`config.mk`:
```
export PLATFORM = sky130hd
export DESIGN_NAME = vn_mem_arbiter
export DESIGN_NICKNAME = d
export VERILOG_FILES = /design/src/rtl/vn_mem_arbiter.sv
export SDC_FILE = /design/constraint.sdc
export NUM_CORES = 1
export LEC_CHECK = 0
export ABC_AREA = 1
export CORE_AREA = 2 2 171 157
export DETAILED_ROUTE_END_ITERATION = 12
export DIE_AREA = 0 0 173 159
export PLACE_DENSITY = 0.6
export SYNTH_ARGS = -nofsm -noshare
export SYNTH_HDL_FRONTEND = slang
export SYNTH_SLANG_ARGS = --single-unit
```
`constraint.sdc`:
```
create_clock -name clk -period 5.59 [get_ports clk]
set_clock_uncertainty 0.15 [all_clocks]
set_input_delay 0.8385 -clock clk [delete_from_list [all_inputs] [get_ports clk]]
set_output_delay 0.8385 -clock clk [all_outputs]
set_load 0.03 [all_outputs]
```
`src/rtl/vn_mem_arbiter.sv`:
```
// Shares one ByteRAM between instruction fetch and load/store.
// Round-robin arbitration, fault checks, registered responses.
module vn_mem_arbiter #(
  parameter logic [31:0] START_ADDRESS = 32'd1024,
  parameter logic [31:0] STOP_ADDRESS  = START_ADDRESS + 32'd31
) (
  input  logic        clk,
  input  logic        reset,
  input  logic        if_req,
  input  logic [31:0] if_addr,
  output logic        if_gnt,
  output logic        if_rvalid,
  output logic [31:0] if_rdata,
  output logic        if_err,
  input  logic        d_req,
  input  logic        d_we,
  input  logic [31:0] d_addr,
  input  logic [31:0] d_wdata,
  input  logic [1:0]  d_len,
  output logic        d_gnt,
  output logic        d_rvalid,
  output logic [31:0] d_rdata,
  output logic        d_err,
  output logic [31:0] wr_addr,
  output logic        wr_en,
  output logic [31:0] wr_data,
  output logic [1:0]  by_wlen,
  output logic [31:0] rd_addr,
  output logic        rd_en,
  output logic [1:0]  by_rlen,
  input  logic [31:0] rd_data
);

  typedef enum logic [1:0] {
    S_IDLE,
    S_ACCESS,
    S_RESP
  } state_t;

  state_t r_state;
  state_t w_state_nxt;

  logic r_last_d;
  logic r_own_d;
  logic r_fault;
  logic r_is_read;

  logic        w_req_any;
  logic        w_sel_d;
  logic [31:0] w_addr;
  logic [1:0]  w_len;
  logic        w_we;
  logic [32:0] w_end;
  logic        w_fault;

  assign w_req_any = if_req | d_req;

  // 33-bit end address so requests near 0xFFFFFFFF cannot wrap into range
  always_comb begin
    w_sel_d = d_req & (~if_req | ~r_last_d);
    w_addr  = w_sel_d ? d_addr : if_addr;
    w_len   = w_sel_d ? d_len : 2'd3;
    w_we    = w_sel_d & d_we;
    w_end   = {1'b0, w_addr} + {31'd0, w_len};
    w_fault = (w_len == 2'd2)
            | ((w_len == 2'd1) & w_addr[0])
            | ((w_len == 2'd3) & (w_addr[1:0] != 2'd0))
            | (w_addr < START_ADDRESS)
            | (w_end > {1'b0, STOP_ADDRESS});
  end

  always_comb begin
    w_state_nxt = r_state;
    unique case (r_state)
      S_IDLE:   if (w_req_any) w_state_nxt = S_ACCESS;
      S_ACCESS: w_state_nxt = (r_is_read && !r_fault) ? S_RESP : S_IDLE;
      S_RESP:   w_state_nxt = S_IDLE;
      default:  w_state_nxt = S_IDLE;
    endcase
  end

  always_ff @(posedge clk) begin
    if (reset) r_state <= S_IDLE;
    else       r_state <= w_state_nxt;
  end

  always_ff @(posedge clk) begin
    if (reset) begin
      r_last_d  <= 1'b0;
      r_own_d   <= 1'b0;
      r_fault   <= 1'b0;
      r_is_read <= 1'b0;
      if_gnt    <= 1'b0;
      if_rvalid <= 1'b0;
      if_rdata  <= 32'd0;
      if_err    <= 1'b0;
      d_gnt     <= 1'b0;
      d_rvalid  <= 1'b0;
      d_rdata   <= 32'd0;
      d_err     <= 1'b0;
      wr_addr   <= 32'd0;
      wr_en     <= 1'b0;
      wr_data   <= 32'd0;
      by_wlen   <= 2'd0;
      rd_addr   <= 32'd0;
      rd_en     <= 1'b0;
      by_rlen   <= 2'd0;
    end else begin
      if_gnt    <= 1'b0;
      d_gnt     <= 1'b0;
      if_rvalid <= 1'b0;
      d_rvalid  <= 1'b0;
      if_err    <= 1'b0;
      d_err     <= 1'b0;
      wr_en     <= 1'b0;
      rd_en     <= 1'b0;
      unique case (r_state)
        S_IDLE: begin
          if (w_req_any) begin
            r_last_d  <= w_sel_d;
            r_own_d   <= w_sel_d;
            r_fault   <= w_fault;
            r_is_read <= ~w_we;
            if_gnt    <= ~w_sel_d;
            d_gnt     <= w_sel_d;
            if (!w_fault && w_we) begin
              wr_en   <= 1'b1;
              wr_addr <= w_addr;
              wr_data <= d_wdata;
              by_wlen <= w_len;
            end else if (!w_fault) begin
              rd_en   <= 1'b1;
              rd_addr <= w_addr;
              by_rlen <= w_len;
            end
          end
        end
        S_ACCESS: begin
          if (r_fault) begin
            if_err <= ~r_own_d;
            d_err  <= r_own_d;
          end
        end
        S_RESP: begin
          if (r_own_d) begin
            d_rdata  <= rd_data;
            d_rvalid <= 1'b1;
          end else begin
            if_rdata  <= rd_data;
            if_rvalid <= 1'b1;
          end
        end
        default: ;
      endcase
    end
  end

endmodule
```
-- Word-level counts from Yosys, hierarchy flattened
Index checks and enable logic that the tools add are counted.
- multiply operators: 0
- bitwise gates (word level): 21
- reductions and logical operators: 15
- div/mod/pow operators: 0
- equality and inequality tests: 6
- shift-type cells: 0
- magnitude comparators: 2
- add/subtract/negate cells: 1
- multiplexer cells: 9
- operator list (cell ; count):
    $add 32x2->33 ; 1
    $gt 33x11->1 const B ; 1
    $lt 32x11->1 const B ; 1
    $mux 32 ; 1
    $not 1->1 ; 11
    $eq 2x2->1 const B ; 3
    $mux 2 ; 3
    $or 1x1->1 ; 6
    $reduce_and 2->1 ; 3
    $reduce_or 3->1 ; 2
    $and 1x1->1 ; 4
    $eq 2x1->1 const B ; 2
    $mux 1 ; 4
    $pmux 2 s2 ; 1
    $reduce_and 4->1 ; 1
    $reduce_or 4->1 ; 1
    $reduce_and 3->1 ; 1
    $logic_and 1x1->1 ; 2
    $logic_not 1->1 ; 2
    $logic_not 2->1 ; 1
    $ne 2x2->1 const B ; 1
    $reduce_bool 2->1 ; 1
    $reduce_or 2->1 ; 1
- ROM bits: 0
- register bits: 177
- input bits: 135
- memory bits (writable): 0
- latch bits: 0
- memories: 0

-- Depth between registers and ports, before layout
- depth after elaboration: 14
- mapped depth: 25
- depth with buffers taken out: 23

-- Least setup slack after synthesis
No wires, ideal clock.
- path kind: input to register
- from: input if_req
- to: register wr_addr[15]
- data required time: 5330 ps
- arrival time: 3648 ps
- cell stages on the path: 21
- path buffers: 4
- path slack: 1682 ps
- cell sequence: nand2_2 > nand2_4 > buf_2 > buf_2 > nor2_1 > inv_1 > ha_1 > fa_1 > nand3_1 > inv_2 > nand2_1 > nand2_1 > a21oi_1 > and2_1 > nand3_1 > nand2_1 > nand4_4 > buf_6 > buf_6 > nand3_1 > inv_2
- word-level cells in the longest chain between the ends: 13
- elaborated cells on any way between the ends: 23
- ends and longest elaborated chain (element ; RTL line ; source):
    start: declaration ; 9 ; input logic if_req,
    $not 1->1 * ; 60 ; w_sel_d = d_req & (~if_req | ~r_last_d);
    $or 1x1->1 * ; 60 ;
    $and 1x1->1 * ; 60 ;
    $mux 2 * ; 62 ; w_len = w_sel_d ? d_len : 2'd3;
    named net w_len[0] ; 51 ; logic [1:0] w_len;
    parallel branches: the longest is 5 deep, another holds $add 32x2->33 ; -- ;
    $or 1x1->1 * ; 69 ; | (w_end > {1'b0, STOP_ADDRESS});
    $logic_not 1->1 * ; -- ;
    $logic_and 1x1->1 * ; 126 ; if (!w_fault && w_we) begin
    $reduce_and 3->1 (no line) * ; -- ;
    end signal: assignment ; 128 ; wr_addr <= w_addr;
    end: declaration ; 24 ; output logic [31:0] wr_addr,
Mark *: on every way through the listed nets, which the timed path passes.
A chain may end at the register's enable or synchronous reset.

-- Worst setup path in the final report
- from: input if_req
- to: register wr_data[12]
- word-level cells in the longest chain between the ends: 13
- elaborated cells on any way between the ends: 23
- ends and longest elaborated chain (element ; RTL line ; source):
    parallel branches: the longest is 12 deep, another holds $add 32x2->33 ; -- ;
    $reduce_and 3->1 (no line) * ; -- ;
    end signal: assignment ; 129 ; wr_data <= d_wdata;
    end: declaration ; 26 ; output logic [31:0] wr_data,
Every way passes the cells marked *.

==> metrics.txt <==
mean post-synth cell area 6.23 sq um; Worst Hold Class register to register; WHS Endpoint d_rdata[24]; fin nets about 1,800; max-cap violations 0; CTS tree built; clk slew on worst S/H paths 0.07 ns; status finished clean; largest net degree at the start of global routing 109; Slew HR 32.8%; vias in the first global route 8,686; Critical Path Fanout Max about 110; die area 0.0275 sq mm; row cnt 56; antenna violations before repair 0; Initial DRC Count 634; Final Cycle Share 80.7%; Final Hold Viols 0; Diodes inserted 0; hold_buf cts 0; DR pass1 iterations 5; leading post-synthesis cells by cell area dfxtp_1 40%, nand2_1 17%, inv_1 9.2%; Synth Net Count around 1,600; Syn Inst Count about 1,400; most frequent cells in the layout 405 x nand2_1, 306 x clkdlybuf4s50_1, 217 x inv_1; cell area after synthesis 0.00889 sq mm; IO Count 307; CP Launch Type primary input; commonest non-fill, non-tap cell in the layout nand2_1; DRC Markers 0; Lkg Pwr 5.81 nW; core region area about 0.026 sq mm; synthesis-to-layout area growth 43.6%; Max stage delay on crit path between 0.4 and 0.5 ns; PnR Total Power about 2.9 mW; DR WL/cell 14.6 um; share of cells above drive strength 1 4.44%; ANT nets after route 0; DRT Wirelength 30,200 um; Max Clk Rate 0.222 GHz; post-synth top area cell dfxtp_1; vias per inst 4.59; Detail Placement HPWL 23,100 um; DIE WIDTH 173 um; H-Tree Depth 4; Final Max Tran Viols 0; Compound-Gate Fraction of Synth Area 8.15%; adder-cell area share of the yosys netlist 0.507%; flop2flop setup slack 1.54 ns; largest family of logic cells by synthesized area simple AND/OR/NAND/NOR gates; Port Buffers 306; #FFs+latches synth 177; final setup vio count 0; crit path kind primary input to register; Worst Tran Pin Value 1.01 ns; Synth Area in Simple Gates 38.0%; hold wc startpoint d_rdata[24]; setup bufs post-CTS 0; post-synthesis mux area share 0%; Root Driver clkbuf_16; Placer Congestion about 0.99; CTS Buf Count 17; FF-to-FF path depth 18; # resized after CTS 0; Clock Sinks 177; CP arrival between 4 and 5 ns; vias 9,454; initial core utilization 34.7%; sequential element share of the synthesized area 39.9%; CP most frequent cell nand2_1; Max VDD drop 0.000193 V; critical-path cell list clkdlybuf4s50_1 > nand2_2 > nand2_4 > buf_4 > nand2_1 > nand2_1 > nand2_1 > nor2_1 > nand2_1 > nor2_2 > nand3_1 > nand2_1 > nand3_1 > nor2_2 > nand4_4 > buf_12 > nand2_1 > nand2_1 > nor2_1; worst-case clock buffer depth 2; Yosys Warn Count 0; crit path capture type register; first-pass GRT wire length 48,100 um; Worst Path Required between 5 and 6 ns; slowest cell on the critical path clkdlybuf4s50_1; top cell type's share of synthesized area 39.9%; Worst Hold Path Cells 2; RSZ-0062 raised after global routing false; Pwr per Cell Area ~220 mW/mm^2; grt ovf 0; Worst R2R End wr_data[12]; Synth cell types 33; r2r startpoint r_own_d; Die Span Y 159 um; post-layout min period 4.51 ns; Post-Synth XOR/XNOR Area 0.0985%; GR Util All Layers 21.8%; latest clock arrival within the worst-skew pair 0.41 ns; Final TNS setup 0 ns
## worst max-delay path by stage
| stage | to | cells past startpoint | slack (ns) | from |
|---|---|---|---|---|
| after floorplan | wr_addr[15] | 21 | 1.68 | if_req |
| after global placement | wr_addr[0] | 18 | 0.74 | if_req |
| after detailed placement | wr_addr[8] | 18 | 0.71 | if_req |
| after CTS | wr_addr[6] | 18 | 1.12 | if_req |
| after global routing | rd_addr[8] | 19 | 0.68 | if_req |
| final | wr_data[12] | 19 | 1.08 | if_req |
## cells by family (layout without fill, tap and decap cells)
logic type                 Yosys count  in the layout
and+or+nand+nor                    806            806
buffers and inverters              296            582
DFF                                177            177
AOI/OAI and AO/OA                  143            143
adders and majority gates            3              3
xor gates and xnor gates             1              1
## per-layer routing
layer	share of wire, %	global-route usage (%)
met1	47	29.2
met2	44	34.8
met3	8.0	6.23
met4	1.5	4.93
met5	0	0
## registers in the layout, summed over array words and instances, names as in the netlist, 2 cells and up
signal	flops
by_rlen	2
if_rdata	32
d_rdata	32
wr_addr	32
r_state	2
wr_data	32
rd_addr	32
by_wlen	2
## synthesized netlist by cell type
master    instances
xor2_1            1
nand2_1         405
nand4_2           1
nand2_4           1
buf_1             3
nor2_4            2
o22ai_1           2
dfxtp_1         177
nor3_1            2
nand4_4           1
clkinv_1          2
nor2_2           10
inv_2            14
ha_1              2
a21oi_2           1
and2_1            2
nor4_1            1
a21oi_1          68
o21ai_0          70
buf_2            19
buf_4             2
fa_1              1
inv_1           218
nand3_1         134
o211ai_1          1
o21ai_1           1
and3_1            1
nor2_1          216
nand4_1           9
nand3b_1         19
clkbuf_1         32
nand2_2           2
buf_6             6
## power by group
part	total [mW]	leakage (nW)	switching (mW)	internal, mW
clock network	1.17	0.272	0.542	0.631
logic	0.407	4.11	0.242	0.165
registers	1.27	1.43	0.00518	1.27
## worst max-delay path: cells and delay by family
kind / cells / cell delay [ns]
buf+inv: 3 / 1.17
simple gates: 16 / 2.60
## stage by stage
stage	hold WS, ns	std cells	setup WS (ns)	instance area (sq um)	util, %
2_1_floorplan	0.272	1426	1.68	8890	-
3_3_place_gp	0.280	2029	0.741	12200	47.5
3_5_place_dp	0.284	2029	0.708	12200	47.5
4_1_cts	0.294	2060	1.12	12800	49.8
5_1_grt	0.308	2060	0.678	12800	49.8
6_report	0.291	2060	1.08	12800	49.8
## cell type report
cell class	count	area, sq um
Tap cell	348	435
Inverter	234	881
Clock inverter	13	146
Sequential cell	177	3540
Multi-Input combinational cell	953	4170
Clock buffer	18	429
Timing Repair Buffer	317	3160
Fill cell	2698	12900
(Power assumes the default switching activity.)
